===== src/rtl/riscv_pkg.sv =====
// Shared RV32I definitions: register-file geometry and alu control codes,
// so the control unit, alu and register file agree on one encoding.
package riscv_pkg;

  localparam int XLEN       = 32;
  localparam int REG_ADDR_W = 5;
  localparam logic [REG_ADDR_W-1:0] REG_ZERO = 5'd0;
  localparam logic [REG_ADDR_W-1:0] REG_SP   = 5'd2;

  typedef enum logic [3:0] {
    ALU_ADD = 4'b0010,
    ALU_SUB = 4'b0110,
    ALU_XOR = 4'b0011,
    ALU_SRL = 4'b0100
  } alu_ctrl_e;

  typedef struct packed {
    logic [XLEN-1:0] result;
    logic            zero;
  } alu_out_t;

  // Reference alu behaviour; the zero flag is derived from the result.
  function automatic alu_out_t alu_compute(input logic [XLEN-1:0] a,
                                           input logic [XLEN-1:0] b,
                                           input alu_ctrl_e       ctrl);
    alu_out_t o;
    o.result = '0;
    case (ctrl)
      ALU_ADD: o.result = a + b;
      ALU_SUB: o.result = a - b;
      ALU_XOR: o.result = a ^ b;
      ALU_SRL: o.result = a >> b[4:0];
      default: o.result = '0;
    endcase
    o.zero = (o.result == '0);
    return o;
  endfunction

endpackage


===== src/rtl/regfile_read_port.sv =====
// One combinational register-file read port with optional write-first bypass.
// Index 0 and indices beyond NREGS read as zero.
module regfile_read_port
  import riscv_pkg::*;
#(
  parameter int XLEN_P = XLEN,
  parameter int NREGS  = 32
) (
  input  logic [REG_ADDR_W-1:0]        idx_i,
  input  logic [NREGS-1:0][XLEN_P-1:0] regs_i,
  input  logic                         byp_en_i,
  input  logic [REG_ADDR_W-1:0]        byp_idx_i,
  input  logic [XLEN_P-1:0]            byp_data_i,
  output logic [XLEN_P-1:0]            data_o
);

  logic [XLEN_P-1:0] stored;

  // Decoded mux: an index with no matching register leaves stored at zero.
  always_comb begin
    stored = '0;
    for (int r = 0; r < NREGS; r++)
      if (idx_i == REG_ADDR_W'(r)) stored = regs_i[r];
  end

  always_comb begin
    data_o = stored;
    if (idx_i == REG_ZERO)
      data_o = '0;
    else if (byp_en_i && (byp_idx_i == idx_i))
      data_o = byp_data_i;
  end

endmodule


===== src/rtl/register_file.sv =====
// 32 x XLEN RV32I integer register file: two combinational read ports,
// one synchronous write port, x0 hardwired to zero, unbypassed debug port.
module register_file
  import riscv_pkg::*;
#(
  parameter int              XLEN_P   = XLEN,
  parameter int              NREGS    = 32,
  parameter int              BYPASS   = 1,
  parameter logic [XLEN_P-1:0] SP_RESET = '0
) (
  input  logic                  clock,
  input  logic                  reset,
  input  logic [REG_ADDR_W-1:0] readReg1,
  input  logic [REG_ADDR_W-1:0] readReg2,
  output logic [XLEN_P-1:0]     readData1,
  output logic [XLEN_P-1:0]     readData2,
  input  logic                  regWrite,
  input  logic [REG_ADDR_W-1:0] writeReg,
  input  logic [XLEN_P-1:0]     writeData,
  input  logic [REG_ADDR_W-1:0] dbgReg,
  output logic [XLEN_P-1:0]     dbgData
);

  logic [XLEN_P-1:0]             regs_q [NREGS-1:1];
  logic [NREGS-1:0][XLEN_P-1:0]  rf_view;
  logic                          wr_en;
  logic                          byp_en;

  assign wr_en  = regWrite && (writeReg != REG_ZERO);
  assign byp_en = (BYPASS != 0) && wr_en && !reset;

  // Out-of-range writeReg matches no register, so the write is dropped.
  always_ff @(posedge clock or posedge reset) begin
    if (reset) begin
      for (int i = 1; i < NREGS; i++)
        regs_q[i] <= (REG_ADDR_W'(i) == REG_SP) ? SP_RESET : '0;
    end else if (wr_en) begin
      for (int i = 1; i < NREGS; i++)
        if (writeReg == REG_ADDR_W'(i)) regs_q[i] <= writeData;
    end
  end

  // x0 has no flop; the read ports see a constant zero in its slot.
  for (genvar g = 0; g < NREGS; g++) begin : g_view
    if (g == 0) begin : g_zero
      assign rf_view[g] = '0;
    end else begin : g_reg
      assign rf_view[g] = regs_q[g];
    end
  end

  regfile_read_port #(.XLEN_P(XLEN_P), .NREGS(NREGS)) u_rp1 (
    .idx_i(readReg1), .regs_i(rf_view), .byp_en_i(byp_en),
    .byp_idx_i(writeReg), .byp_data_i(writeData), .data_o(readData1)
  );

  regfile_read_port #(.XLEN_P(XLEN_P), .NREGS(NREGS)) u_rp2 (
    .idx_i(readReg2), .regs_i(rf_view), .byp_en_i(byp_en),
    .byp_idx_i(writeReg), .byp_data_i(writeData), .data_o(readData2)
  );

  regfile_read_port #(.XLEN_P(XLEN_P), .NREGS(NREGS)) u_dbg (
    .idx_i(dbgReg), .regs_i(rf_view), .byp_en_i(1'b0),
    .byp_idx_i(writeReg), .byp_data_i(writeData), .data_o(dbgData)
  );

endmodule


===== config.mk =====
export PLATFORM = sky130hd
export DESIGN_NAME = register_file
export DESIGN_NICKNAME = d
export VERILOG_FILES = /design/src/rtl/riscv_pkg.sv /design/src/rtl/regfile_read_port.sv /design/src/rtl/register_file.sv
export SDC_FILE = /design/constraint.sdc
export NUM_CORES = 2
export LEC_CHECK = 0
export ABC_AREA = 1
export BUFFER_PORTS_ARGS = -buffer_cell sky130_fd_sc_hd__buf_2
export CORE_ASPECT_RATIO = 1.75
export CORE_MARGIN = 3
export CORE_UTILIZATION = 50
export DETAILED_ROUTE_END_ITERATION = 10
export GPL_TIMING_DRIVEN = 0
export PLACE_DENSITY = 0.64
export SETUP_SLACK_MARGIN = 0.2
export SYNTH_ARGS = -nofsm -noshare
export SYNTH_HDL_FRONTEND = slang
export SYNTH_SLANG_ARGS = --single-unit
export TNS_END_PERCENT = 30

===== constraint.sdc =====
create_clock -name clock -period 37.1 [get_ports clock]
set_input_delay 1.855 -clock clock [delete_from_list [all_inputs] [get_ports clock]]
set_output_delay 1.855 -clock clock [all_outputs]
set_load 0.02 [all_outputs]

==> reports/results.ini, run 1 <==
[run_status]
status=did not finish
failing_step=5_1_grt
error_line=[ERROR GRT-0116] Global routing finished with congestion. Check the congestion regions in the DRC Viewer.

[synthesis]
synthCells=9282
yosys-top-cells-area=dfrtp_1 41%, nand2_1 22%, o21ai_0 9.2%, nor2_1 6.4%, nand4_1 6.2%
synth.top_cell.area_share_pct=41.3
ys_warn_count=0
ys_async_sr_fraction_pct=100
synth_flop_cell=dfrtp_1
synth_nets=9337
yosysSeqAreaShare_pct=41.3
syn_area_sq_um=60100
synth-edff-count=0
yosys.area.top_type=dfrtp_1
synth.ff_latch_count=992
synth_cell_type_count=37
synth_area_per_cell_sq_um=6.47

[global_routing]
track_usage_pct=73.7
grt_start_max_net_pins=129
grt_overflow=462
grt_pass1_vias=76600
grt_pass1_wl_mm=657

[die]
start_util_pct=50.5
io_pins=151
rows=167
fp.dieH_um=465
dieWidth_um=268

[clock_network]
numCtsBuffers=99
hold_buffers=0
cts.sink_count=992
cts_resized=0
cts_setup_buffers=0
cts_buffer_depth=3
htreeDepth=3
cts-root-buf=clkbuf_16

[placed_design]
place.gp.congestion=1.19
hpwl_mm=304
portBuffers=141

kinds of logic after synthesis:
family | Yosys count | synth area share [%]
AOI/OAI and AO/OA | 1349 | 11.4
xor gates and xnor gates | 8 | 0.117
and+or+nand+nor | 5585 | 38.5
buffers and inverters | 1348 | 8.64
DFF | 992 | 41.3
cell usage after synthesis, types with 17 or more instances:
| cell | instances |
|---|---|
| or2_2 | 90 |
| inv_1 | 722 |
| o21a_1 | 17 |
| nand4_1 | 600 |
| nand2_1 | 3600 |
| nor3_1 | 19 |
| dfrtp_1 | 992 |
| nor2_1 | 1025 |
| nand3_1 | 202 |
| inv_2 | 25 |
| o21ai_0 | 1102 |
| a21oi_1 | 208 |
| buf_2 | 57 |
| clkbuf_1 | 511 |
per-layer routing:
layer | global-route usage, % | overflow
met5 | 16.5 | 0
met4 | 76.0 | 225
met3 | 55.2 | 1
met2 | 89.9 | 232
met1 | 75.5 | 4
stage by stage:
step / setup slack [ns] / std cells / TNS, ns / instance area, sq um / util, %
after floorplan: 7.34 / 9282 / 0 / 60100 / -
after global placement: -4.27 / 10900 / -4112.67 / 62700 / 52.7
after detailed placement: 28.03 / 11000 / 0 / 63000 / 53.0
after CTS: 28.03 / 11100 / 0 / 66500 / 56.0
==> run 2, diff against run 1 <==
- CORE_ASPECT_RATIO: 1.75 -> not set
- CORE_UTILIZATION: 50 -> 35
- PLACE_DENSITY: 0.64 -> not set
- PLACE_DENSITY_LB_ADDON: not set -> 0.15
- SETUP_SLACK_MARGIN: 0.2 -> not set
==> run 2 against run 1 <==
Net effect:
- the flow now finishes, with violations (max-capacitance violations, max-slew violations)
- synthesized cell count stayed put
- synthesized area is the same
==> reports/results.ini, run 2 <==
[cells_and_area]
reg_top3=regs_q (992)
areaGrowthSynthToFinish_pct=14.1
fillers=18700
top_register=regs_q
drive_above_1_share_pct=6.12
nNetsFinal=9632
layout_common_cells=3600 x nand2_1, 1102 x o21ai_0, 1017 x nor2_1
mostFrequentLayoutCell=nand2_1
largest_reg_flops=992
final_util_pct=40.3

[power]
powerDensity_nw_per_um2=52.6
leakage_uw=0.0308
ir_drop_v=0.0000544

[setup_path]
rr_endpoint=regs_q[491]$_DFFE_PP0P_
startpoint_type=input pin
arrival_ns=7.89
r2r-start=regs_q[491]$_DFFE_PP0P_
r2r_setup_slack_ns=36.09
end_kind=output port
crit_fanout=10
crit_type=input pin to output port
cp.required_ns=35.24
reg2reg_depth=1

[die]
fp.dieH_um=420  ; was 465 um
die_area_sq_um=177000
io_pins=151  ; unchanged
dieWidth_um=420  ; was 268 um
core_area_sq_um=170000
rows=151  ; was 167
start_util_pct=35.3  ; was 50.5%

[clock_network]
cts_buffer_depth=3  ; unchanged
clk_pin_slew_ns=0.06
cts_tree=built
htreeDepth=4  ; was 3
cts_resized=0  ; unchanged
hold_buffers=0  ; unchanged
clk_latency_ns=0.79
cts-root-buf=clkbuf_16  ; unchanged
cts_setup_buffers=0  ; unchanged
numCtsBuffers=131  ; was 99
cts.sink_count=992  ; unchanged

[global_routing]
gr-usage-met3_pct=13.0
antenna_found_initial=44
grt_overflow=0
grt_use_met2_pct=69.1
grt_pass1_vias=66200
grt_pass1_wl_mm=548
met1_usage_pct=54.4
busiest_layer=met2
grt_start_max_net_pins=115
track_usage_pct=45.3

[synthesis]
synth.ff_latch_count=992  ; unchanged
yosys.area.top_type=dfrtp_1  ; unchanged
yosysSeqAreaShare_pct=41.3  ; unchanged
syn_area_sq_um=60100  ; unchanged
yosysMostFrequentCell=nand2_1  ; unchanged
synth-edff-count=0  ; unchanged
ys_async_sr_fraction_pct=100  ; unchanged
synth.top_cell.area_share_pct=41.3  ; unchanged
synth_nets=9337  ; unchanged
ys_top_cells_by_count=3600 x nand2_1, 1102 x o21ai_0, 1025 x nor2_1  ; unchanged
synth_cell_type_count=37  ; unchanged
synth_flop_cell=dfrtp_1  ; unchanged
synth_area_per_cell_sq_um=6.47  ; unchanged
synthCells=9282  ; unchanged
ys_warn_count=0  ; unchanged
yosys-top-cells-area=dfrtp_1 41%, nand2_1 22%, o21ai_0 9.2%, nor2_1 6.4%, nand4_1 6.2%  ; unchanged

[route]
dr_total_vias=71100
firstDrtPassIters=8
ant_nets=0
routed_wl_mm=410
drt_iter0_drc=10800
drc=0
wl_per_cell_um=34.4
vias_per_cell=5.97

[worst_hold_path]
whs_path_depth=2
worstHoldEndpoint=regs_q[80]$_DFFE_PP0P_
worstHoldStart=regs_q[80]$_DFFE_PP0P_
min_path_type=flop to flop

[job]
max-cap-violations=2

[placed_design]
portBuffers=141  ; unchanged
hpwl_mm=316  ; was 304 mm
place.gp.congestion=1.02  ; was 1.19
pre_cts_slack_ns=27.67  ; was 28.03 ns

[run_status]
status=finished, violations left  ; was did not finish
violations=max-capacitance violations, max-slew violations

[timing]
setup_viol=0
hold_viol=0
fmax_ghz=0.103
rsz0062_at_grt=no
tightest_slew_ns=1.55
skew_ns=0
slew_headroom_pct=-3.75
slew_violations=20
min_period_ns=9.74
setup_ws_ns=27.36
finalCritPeriodShare_pct=26.3

## run 2: worst max path at each step
stage	slack, ns	to	start
after floorplan	7.34	regs_q[0]$_DFFE_PP0P_	reset
after global placement	-7.46	regs_q[400]$_DFFE_PP0P_	reset
after detailed placement	27.67	dbgData[16]	dbgReg[4]
after CTS	27.66	dbgData[16]	dbgReg[4]
after global routing	27.46	dbgData[16]	dbgReg[4]
final	27.36	dbgData[21]	dbgReg[4]
## run 2: critical path: stages
cell and delay, ns:
buf_2 0.24, inv_1 0.12, nand3_1 0.49, inv_2 0.29, buf_2 0.32, nand2_1 0.10
nand2_1 0.05, nor2_1 0.58, nand4_1 0.29, nor2_1 0.25, nand4_1 0.26, nor2_1 0.23
nand4_1 0.34, nor2_1 0.46, nand4_1 0.19, nor2_1 0.35, nand4_1 0.17, nor2_1 0.26
nand4_1 0.17, nor2_1 0.28, nand4_1 0.21, nand2_1 0.11, inv_1 0.07, buf_2 0.16
## run 2: cell type report
cell class                 count  area [sq um]  share of cell area, %
antenna                       18          45.0                 0.0657
buffer                       593          2370                   3.45
clock buffer                 196          3930                   5.73
clock inverter                33           448                  0.654
inverter                     755          2840                   4.15
multi-input combinational   6942         30100                   43.9
sequential                   992         24800                   36.2
tap                         2218          2780                   4.05
timing repair buffer         162          1210                   1.76
## run 2: logic make-up (layout without fill, tap and decap cells)
group	count (synthesis)	after routing	share of synthesized area, %
other cells	0	18	0
flops	992	992	41.3
compound gates	1349	1349	11.4
xor+xnor	8	8	0.117
simple gates	5585	5585	38.5
buf+inv	1348	1739	8.64
## run 2: power by group
group | internal [uW] | total (uW) | switching [uW]
clock | 798 | 1350 | 555
combinational | 180 | 718 | 538
sequential | 1290 | 1530 | 244
## run 2: metal layers
layer,part of all wire (%),vias up
met3,11,1106
li1,-,30200
met2,44,4546
met5,0.036,-
met1,37,35200
met4,8.7,24
## run 2: through the flow
stage,instances,area [sq um],hold WS (ns),power (uW),setup TNS (ns)
CTS,11900,68400,0.485,3560,0
global placement,11600,63600,0.465,2210,-7286.89
floorplan,9282,60100,0.453,1820,0
global route,11900,68500,0.501,3700,0
detailed placement,11700,64100,0.473,2220,0
finish,11900,68500,0.479,3600,0
Power figures use the tool's default switching activity.
